`src/rtl/mem_arb_pkg.sv`:
```
// rtl/mem_arb_pkg.sv - shared types and constants for the unified memory port arbiter
package mem_arb_pkg;

  typedef enum logic [1:0] {
    IDLE  = 2'd0,
    ISSUE = 2'd1,
    WAIT  = 2'd2,
    RESP  = 2'd3
  } arb_state_t;

  typedef enum logic {
    OWN_IF = 1'b0,
    OWN_D  = 1'b1
  } owner_t;

  localparam logic [2:0] WIDTH_WORD = 3'b010;

endpackage

```
`src/rtl/arb_rr2.sv`:
```
// rtl/arb_rr2.sv - combinational 2-way round-robin picker (bit 0 = fetch, bit 1 = load/store)
module arb_rr2
  import mem_arb_pkg::*;
(
  input  logic [1:0] req,
  input  logic       last_owner,
  input  logic       enable,
  output logic [1:0] gnt,
  output logic       owner
);

  always_comb begin
    gnt   = 2'b00;
    owner = last_owner;
    if (enable) begin
      case (req)
        2'b01: begin
          gnt   = 2'b01;
          owner = OWN_IF;
        end
        2'b10: begin
          gnt   = 2'b10;
          owner = OWN_D;
        end
        2'b11: begin
          // A tie goes to whichever port did not win last time.
          if (last_owner == OWN_D) begin
            gnt   = 2'b01;
            owner = OWN_IF;
          end else begin
            gnt   = 2'b10;
            owner = OWN_D;
          end
        end
        default: begin
          gnt   = 2'b00;
          owner = last_owner;
        end
      endcase
    end
  end

endmodule

```
`src/rtl/mem_port_arbiter.sv`:
```
// rtl/mem_port_arbiter.sv - shares one single-ported memory between fetch and load/store ports
module mem_port_arbiter
  import mem_arb_pkg::*;
#(
  parameter int ADDR_W      = 32,
  parameter int DATA_W      = 32,
  parameter int MEM_LATENCY = 1
) (
  input  logic              clk,
  input  logic              reset,
  input  logic              if_req,
  input  logic [ADDR_W-1:0] if_addr,
  output logic              if_gnt,
  output logic              if_rvalid,
  output logic [DATA_W-1:0] if_rdata,
  input  logic              d_req,
  input  logic [ADDR_W-1:0] d_addr,
  input  logic              d_we,
  input  logic [DATA_W-1:0] d_wdata,
  input  logic [2:0]        d_width,
  output logic              d_gnt,
  output logic              d_rvalid,
  output logic [DATA_W-1:0] d_rdata,
  output logic              mem_en,
  output logic              mem_we,
  output logic [ADDR_W-1:0] mem_addr,
  output logic [DATA_W-1:0] mem_wdata,
  output logic [2:0]        mem_width,
  input  logic [DATA_W-1:0] mem_rdata
);

  localparam int CNT_W = $clog2(MEM_LATENCY + 1);

  if (MEM_LATENCY < 1) begin : g_latency_check
    $error("mem_port_arbiter: MEM_LATENCY must be >= 1");
  end

  arb_state_t        state_q;
  owner_t            last_owner_q;
  owner_t            owner_q;
  logic              we_q;
  logic [CNT_W-1:0]  cnt_q;

  logic              mem_en_q;
  logic              mem_we_q;
  logic [ADDR_W-1:0] mem_addr_q;
  logic [DATA_W-1:0] mem_wdata_q;
  logic [2:0]        mem_width_q;
  logic              if_rvalid_q;
  logic [DATA_W-1:0] if_rdata_q;
  logic              d_rvalid_q;
  logic [DATA_W-1:0] d_rdata_q;

  logic [1:0]        gnt;
  logic              new_owner;
  logic              grant_en;
  logic              any_gnt;

  logic [ADDR_W-1:0] lat_addr;
  logic              lat_we;
  logic [DATA_W-1:0] lat_wdata;
  logic [2:0]        lat_width;

  // Grants are masked by reset so nothing is accepted while the block is held in reset.
  assign grant_en = reset && ((state_q == IDLE) || (state_q == RESP));

  arb_rr2 u_rr (
    .req        ({d_req, if_req}),
    .last_owner (last_owner_q),
    .enable     (grant_en),
    .gnt        (gnt),
    .owner      (new_owner)
  );

  assign if_gnt  = gnt[0];
  assign d_gnt   = gnt[1];
  assign any_gnt = |gnt;

  always_comb begin
    lat_addr  = if_addr;
    lat_we    = 1'b0;
    lat_wdata = '0;
    lat_width = WIDTH_WORD;
    if (gnt[1]) begin
      lat_addr  = d_addr;
      lat_we    = d_we;
      lat_wdata = d_wdata;
      lat_width = d_width;
    end
  end

  always_ff @(posedge clk or negedge reset) begin
    if (!reset) begin
      state_q      <= IDLE;
      last_owner_q <= OWN_D;
      owner_q      <= OWN_IF;
      we_q         <= 1'b0;
      cnt_q        <= '0;
      mem_en_q     <= 1'b0;
      mem_we_q     <= 1'b0;
      mem_addr_q   <= '0;
      mem_wdata_q  <= '0;
      mem_width_q  <= '0;
      if_rvalid_q  <= 1'b0;
      if_rdata_q   <= '0;
      d_rvalid_q   <= 1'b0;
      d_rdata_q    <= '0;
    end else begin
      mem_en_q    <= 1'b0;
      mem_we_q    <= 1'b0;
      mem_addr_q  <= '0;
      mem_wdata_q <= '0;
      mem_width_q <= '0;
      if_rvalid_q <= 1'b0;
      d_rvalid_q  <= 1'b0;

      case (state_q)
        IDLE, RESP: begin
          if (any_gnt) begin
            state_q      <= ISSUE;
            owner_q      <= owner_t'(new_owner);
            last_owner_q <= owner_t'(new_owner);
            we_q         <= lat_we;
            mem_en_q     <= 1'b1;
            mem_we_q     <= lat_we;
            mem_addr_q   <= lat_addr;
            mem_wdata_q  <= lat_wdata;
            mem_width_q  <= lat_width;
          end else begin
            state_q <= IDLE;
          end
        end

        ISSUE: begin
          cnt_q   <= CNT_W'(MEM_LATENCY - 1);
          state_q <= WAIT;
        end

        WAIT: begin
          if (cnt_q == '0) begin
            state_q <= RESP;
            if (owner_q == OWN_IF) begin
              if_rvalid_q <= 1'b1;
              if_rdata_q  <= mem_rdata;
            end else begin
              d_rvalid_q <= 1'b1;
              d_rdata_q  <= we_q ? '0 : mem_rdata;
            end
          end else begin
            cnt_q <= cnt_q - CNT_W'(1);
          end
        end

        default: state_q <= IDLE;
      endcase
    end
  end

  assign mem_en    = mem_en_q;
  assign mem_we    = mem_we_q;
  assign mem_addr  = mem_addr_q;
  assign mem_wdata = mem_wdata_q;
  assign mem_width = mem_width_q;
  assign if_rvalid = if_rvalid_q;
  assign if_rdata  = if_rdata_q;
  assign d_rvalid  = d_rvalid_q;
  assign d_rdata   = d_rdata_q;

endmodule

```
`config.mk`:
```
export PLATFORM = sky130hd
export DESIGN_NAME = mem_port_arbiter
export DESIGN_NICKNAME = d
export VERILOG_FILES = /design/src/rtl/mem_arb_pkg.sv /design/src/rtl/arb_rr2.sv /design/src/rtl/mem_port_arbiter.sv
export SDC_FILE = /design/constraint.sdc
export NUM_CORES = 1
export LEC_CHECK = 0
export ABC_AREA = 1
export BUFFER_PORTS_ARGS = -buffer_cell sky130_fd_sc_hd__buf_2
export CORE_ASPECT_RATIO = 0.9
export CORE_UTILIZATION = 30
export CTS_CLUSTER_DIAMETER = 200
export DETAILED_ROUTE_END_ITERATION = 8
export PLACE_DENSITY_LB_ADDON = 0.25
export SETUP_SLACK_MARGIN = 0.2
export SYNTH_ARGS = -nofsm -noshare
export SYNTH_HDL_FRONTEND = slang
export SYNTH_HIERARCHICAL = 1
export SYNTH_SLANG_ARGS = --single-unit
```
`constraint.sdc`:
```
create_clock -name clk -period 1.95 [get_ports clk]
set_clock_uncertainty 0.1 [all_clocks]
set_input_delay 0.0975 -clock clk [delete_from_list [all_inputs] [get_ports clk]]
set_output_delay 0.0975 -clock clk [all_outputs]
set_load 0.03 [all_outputs]
```
[Word level (Yosys, flattened, before mapping)]
Index checks and enable logic that the tools add are counted.
Word-level totals
  bits in registers: 141
  bits of input ports: 136
  word-level logic and storage cells: 65
Operators by class
  $add $sub $neg: 1
  equality and inequality tests: 7
  muxes and demuxes: 32
  bitwise logic cells: 2
  reduce and logical (&&, ||, !) cells: 9
Operators by type and width (count)
  2-to-1 mux 32 bit: 7
  2-to-1 mux 1 bit: 15
  case mux 2 bit (3 select lines): 2
  2-to-1 mux 3 bit: 3
  equality test 2 bit (second input constant): 4
  2-to-1 mux 2 bit: 3
  AND reduction 3 bit: 2
  equality test 2 x 1 -> 1 bit (second input constant): 2
  OR reduction 2 bit: 2
  case mux 1 bit (3 select lines): 1
  zero test 2 bit: 1
  != test 2 bit (second input constant): 1
  NOT 1 bit: 2
  case mux 1 bit (2 select lines): 1
  AND reduction 2 bit: 1
  nonzero test 2 bit: 1
  logical AND 1 bit: 1
  logical OR 1 bit: 1
  subtractor 1 bit (second input constant): 1

[Logic depth before layout (Yosys ltp)]
  word-level depth: 7
  gate-level depth with buffers: 15
  gate-level depth less buffers: 12

[Modules after synthesis]
Netlist, hierarchy kept.
By module, submodules not included
  mem_port_arbiter: times used 1, cells an instance 562, area an instance 5375.2 µm²
  arb_rr2: times used 1, cells an instance 11, area an instance 47.5 µm²

[Worst setup path after synthesis]
Ideal clock, no wire load.
  kind: register -> register
  from: register state_q[1]
  to: register mem_addr_q[0], in the netlist mem_addr[0]
  data arrival time: 2.225 ns
  required time: 1.732 ns
  setup slack: -0.494 ns
  cell stages (with the launch flop): 12
  buffers on the path: 3
  cell sequence: dfrtp_1 -> ha_1 -> buf_4 -> buf_2 -> nand2_1 -> inv_1 -> nand2_1 -> a21oi_1 -> inv_1 -> buf_2 -> nand4_1 -> nand2_1
On the way
  word-level cells in the longest chain between the ends: 7
  elaborated cells on any way between the ends: 10
  those cells by class: eq/ne (1); mux (4); reduce/logical (5)
RTL lines
  start: declaration: RTL line mem_port_arbiter.sv:38  | arb_state_t state_q;
  start signal: assignment: RTL line mem_port_arbiter.sv:94  | state_q <= IDLE;
  start signal: assignment: RTL line mem_port_arbiter.sv:120  | state_q <= ISSUE;
  start signal: assignment: RTL line mem_port_arbiter.sv:130  | state_q <= IDLE;
  equality test 2 bit / zero test 2 bit (equally long branches): RTL line mem_port_arbiter.sv:65  | assign grant_en = reset && ((state_q == IDLE) || (state_q == RESP));
  logical OR 1 bit *: RTL line mem_port_arbiter.sv:65
  logical AND 1 bit *: RTL line mem_port_arbiter.sv:65
  net grant_en: RTL line mem_port_arbiter.sv:56  | logic grant_en;
  2-to-1 mux 2 bit *: RTL line arb_rr2.sv:15  | if (enable) begin
  net d_gnt: RTL line mem_port_arbiter.sv:21  | output logic d_gnt,
  2-to-1 mux 32 bit / OR reduction 2 bit (equally long branches): RTL line mem_port_arbiter.sv:84, mem_port_arbiter.sv:77
  2-to-1 mux 32 bit *: RTL line mem_port_arbiter.sv:119  | if (any_gnt) begin
  2-to-1 mux 32 bit *: RTL line mem_port_arbiter.sv:117  | case (state_q)
  end signal: assignment: RTL line mem_port_arbiter.sv:126  | mem_addr_q <= lat_addr;
  end: declaration: RTL line mem_port_arbiter.sv:46  | logic [ADDR_W-1:0] mem_addr_q;
Mark *: on every way through the listed nets, which the timed path passes. The rest lies on a longest branch.
A chain may end at the register's enable or synchronous reset.

[Final worst setup path]
  from: register state_q[1]
  to: register mem_addr_q[18], in the netlist mem_addr[18]
On the way
  word-level cells in the longest chain between the ends: 7
  elaborated cells on any way between the ends: 10
  those cells by class: eq/ne (1); mux (4); reduce/logical (5)
RTL lines (RTL line)
  equality test 2 bit / zero test 2 bit (equally long branches): mem_port_arbiter.sv:65
  logical OR 1 bit *: mem_port_arbiter.sv:65
  logical AND 1 bit *: mem_port_arbiter.sv:65
  net grant_en: mem_port_arbiter.sv:56
  2-to-1 mux 2 bit *: arb_rr2.sv:15
  2-to-1 mux 32 bit / OR reduction 2 bit (equally long branches): mem_port_arbiter.sv:84, mem_port_arbiter.sv:77
  2-to-1 mux 32 bit *: mem_port_arbiter.sv:119
  2-to-1 mux 32 bit *: mem_port_arbiter.sv:117
Marks and branches as above.

==> impl_metrics.toml <==
[floorplan]
ios = 273
die_area_um2 = 18620
core-area_um2 = 17670
die_w_um = 143.7
die-height_um = 129.5
rows = 46
initial_utilization_pct = 30.69

[yosys]
synth.distinct_cells = 17
yosysMostFrequentCell = "nand2_1"
synth_ff_type = "dfrtp_1"
async_reset_ff_share_pct = 100.0
ys_ff_latch = 140
netlist_area_um2 = 5423
synthCells = 573
synth.area.top_cells = "dfrtp_1, nand2_1, inv_1, o21ai_0, nand4_1"
postSynthAreaPerCell_um2 = 9.464
synth-edff-count = 0
synth_fp_nets = 710
synth.yosys.seq_area_share_pct = 64.63
synth_common_cells = "nand2_1, dfrtp_1, inv_1"
synth_top_area_share_pct = 64.14
yosys_warnings = 6
synth_top_area_cell = "dfrtp_1"

[timing]
setup_violations = 0
period_share_pct = 97.26
report.final.slew_viol_count = 0
fmax_mhz = 527.2
worstMarginPinSlew_ps = 836.8
slew_headroom_pct = 44.22
fin_tns_setup_ps = 0
final_hold_viol_count = 0
rsz0062_at_grt = "true"
period_minus_slack_ps = 1897

[worst_setup_path]
critPathMaxFanout = 8
cp-start-kind = "register"
cp.arrival_ps = 2140
r2r-end = "mem_addr[18]$_DFF_PN0_"
r2r_setup_slack_ps = 50
max_stage_delay_ps = 390
slowest_stage = "dfrtp_1"
crit_chain = "ha_4 > nand2_4 > inv_4 > buf_6 > nand2_4 > a21oi_4 > buf_6 > nand2_4 > inv_4 > bufbuf_16 > nand2_1 > nand2_1"
crit_type = "register to register"
worst_path_most_repeated_cell = "nand2_4"
cp-end-kind = "register"
crit_required_ps = 2200
rr_startpoint = "state_q[1]$_DFF_PN0_"
crit_buf_inv = 5
r2r_cells = 12
cpLargestDelayFamily = "buffers and inverters"

[route]
via_per_inst = 4.271
num_vias = 5304
first_pass_iters = 4
routed_wl_um = 17520
drc = 0
drt_iter0_markers = 203
drtAntennaViolNets = 0
wire_per_inst_um = 14.11

[final_layout]
syn_to_final_growth_pct = 72.22
fin_nets = 1125
finalNonFillerCells = 1242
regArea_um2 = 3505
drive_gt1_share_pct = 37.76
multi_input_area_um2 = 1535
fill_cells = 1553

[place]
place_congestion = 0.7340
placed_cells = 1060
numPortBuffers = 272
dp_hpwl_um = 10180

[global_routing]
grt_max_degree = 141
antenna_found_initial = 1
first_global_vias = 5370
grt-ovfl-total = 0
grt_usage_pct = 18.95
grt_pass1_wl_um = 27010

[pwr]
ir_worst_vdd_mv = 0.7453
p_leak_nw = 5.338
power_density_nw_per_um2 = 1410

[status]
status = "complete, no violations"

[min_path]
min_path_type = "input port to register"
holdPathEnd = "last_owner_q$_DFFE_PN1P_"
hold_path.startpoint = "d_req"
hold-path-cell-count = 7

[cts]
numCtsBuffers = 17
worstSkewPairLatency_ps = 400
clkTransAtPathRegs_ps = 60
cts.path.max_buffers = 2
cts.sinks = 140
htreeDepth = 4
root_buffer = "clkbuf_16"
cts_tree = "done"

[run]
maxCapViolations = 0
[worst reg2reg max path, stage by stage, from the launching register on]
cell	delay, ps
dfrtp_1	390
ha_4	290
nand2_4	50
inv_4	50
buf_6	100
nand2_4	50
a21oi_4	150
buf_6	120
nand2_4	60
inv_4	70
bufbuf_16	260
nand2_1	60
nand2_1	70
[layout by cell type, fill, tap and decap left out, types with 2 or more instances in the layout]
cell type      Yosys  layout
buf_12             0       7
buf_16             0       3
buf_2             20     269
buf_4              2      11
buf_6             10       5
clkbuf_16          0      18
clkbuf_8           0       2
clkinv_2           0       3
clkinv_4           0       2
clkinvlp_4         0       4
dfrtp_1          139     139
dlygate4sd3_1      0     133
inv_1             79      75
inv_2              3       4
inv_4              0       2
inv_6              0       3
nand2_1          176     151
nand2_2            4      21
nand2_4            0       8
nand3_1            4       3
nand4_1           32      32
nor2_1            34      25
nor2_2             0       7
nor2_4             0       2
o21ai_0           45      45
o21ai_1           19      19
[sequential cells by signal, summed over array words and instances (netlist names)]
name          count
d_rdata          32
if_rdata         32
mem_addr         32
mem_wdata        32
mem_width         3
state_q           2
d_rvalid          1
if_rvalid         1
last_owner_q      1
mem_en            1
mem_we            1
owner_q           1
we_q              1
[cell families (layout without fill, tap and decap cells)]
family / count (synthesis) / in the layout / synth area share, %
AND/OR/NAND/NOR: 250 / 250 / 19.06
other: 0 / 1 / 0
buffers and inverters: 117 / 545 / 10.08
AO/OA/AOI/OAI: 65 / 65 / 5.999
flip-flops: 140 / 140 / 64.63
adder cells (fa/ha/maj): 1 / 1 / 0.2307
[cell type report]
class	count	area share, %
sequential	140	37.53
timing repair buffer	431	33.32
multi-input combinational	316	16.44
clock buffer	20	4.890
inverter	82	3.390
tap	240	3.215
clock inverter	12	1.192
antenna	1	0.02680
[stage by stage]
step	setup WS [ps]	hold WS [ps]	cell area [um^2]	util (%)	power, mW
2_1_floorplan	-38.43	-298.1	5494	-	7.945
3_5_place_dp	205.1	204.7	7034	39.81	9.438
4_1_cts	35.26	-231.0	9153	51.80	13.14
5_1_grt	-14.92	94.01	9339	52.85	14.04
6_report	53.36	89.80	9339	52.85	13.17
3_3_place_gp	236.9	199.6	7034	39.81	9.398
[metal layers]
layer / GRT usage, % / wire (um) / vias up
li1: - / - / 2595
met1: 22.07 / 7388 / 2465
met2: 32.21 / 8554 / 219
met3: 7.058 / 1254 / 25
met4: 6.320 / 327 / 0
met5: 0 / 0 / -
[what timing repair did]
item,4_1_cts,5_1_grt
hold buffers,132,1
buffers inserted,7,4
setup endpoints to repair,6,75
pin swaps,3,12
gates cloned,4,1
gates resized for setup,16,41
endpoints found under the hold margin,272,139
[report_power, final]
group	internal (mW)	switching, mW
Combinational	1.87	3.96
Clock	1.83	1.26
Sequential	3.84	0.405
[worst max path at each step]
| stage | from | cells past startpoint | to |
|---|---|---|---|
| 2_1_floorplan | state_q[0]$_DFF_PN0_ | 14 | mem_addr[10]$_DFF_PN0_ |
| 3_3_place_gp | state_q[1]$_DFF_PN0_ | 10 | we_q$_DFFE_PN0P_ |
| 3_5_place_dp | state_q[1]$_DFF_PN0_ | 10 | we_q$_DFFE_PN0P_ |
| 4_1_cts | state_q[1]$_DFF_PN0_ | 9 | if_gnt |
| 5_1_grt | state_q[0]$_DFF_PN0_ | 10 | if_gnt |
| 6_report | state_q[1]$_DFF_PN0_ | 12 | mem_addr[18]$_DFF_PN0_ |
Power figures use the tool's default switching activity.
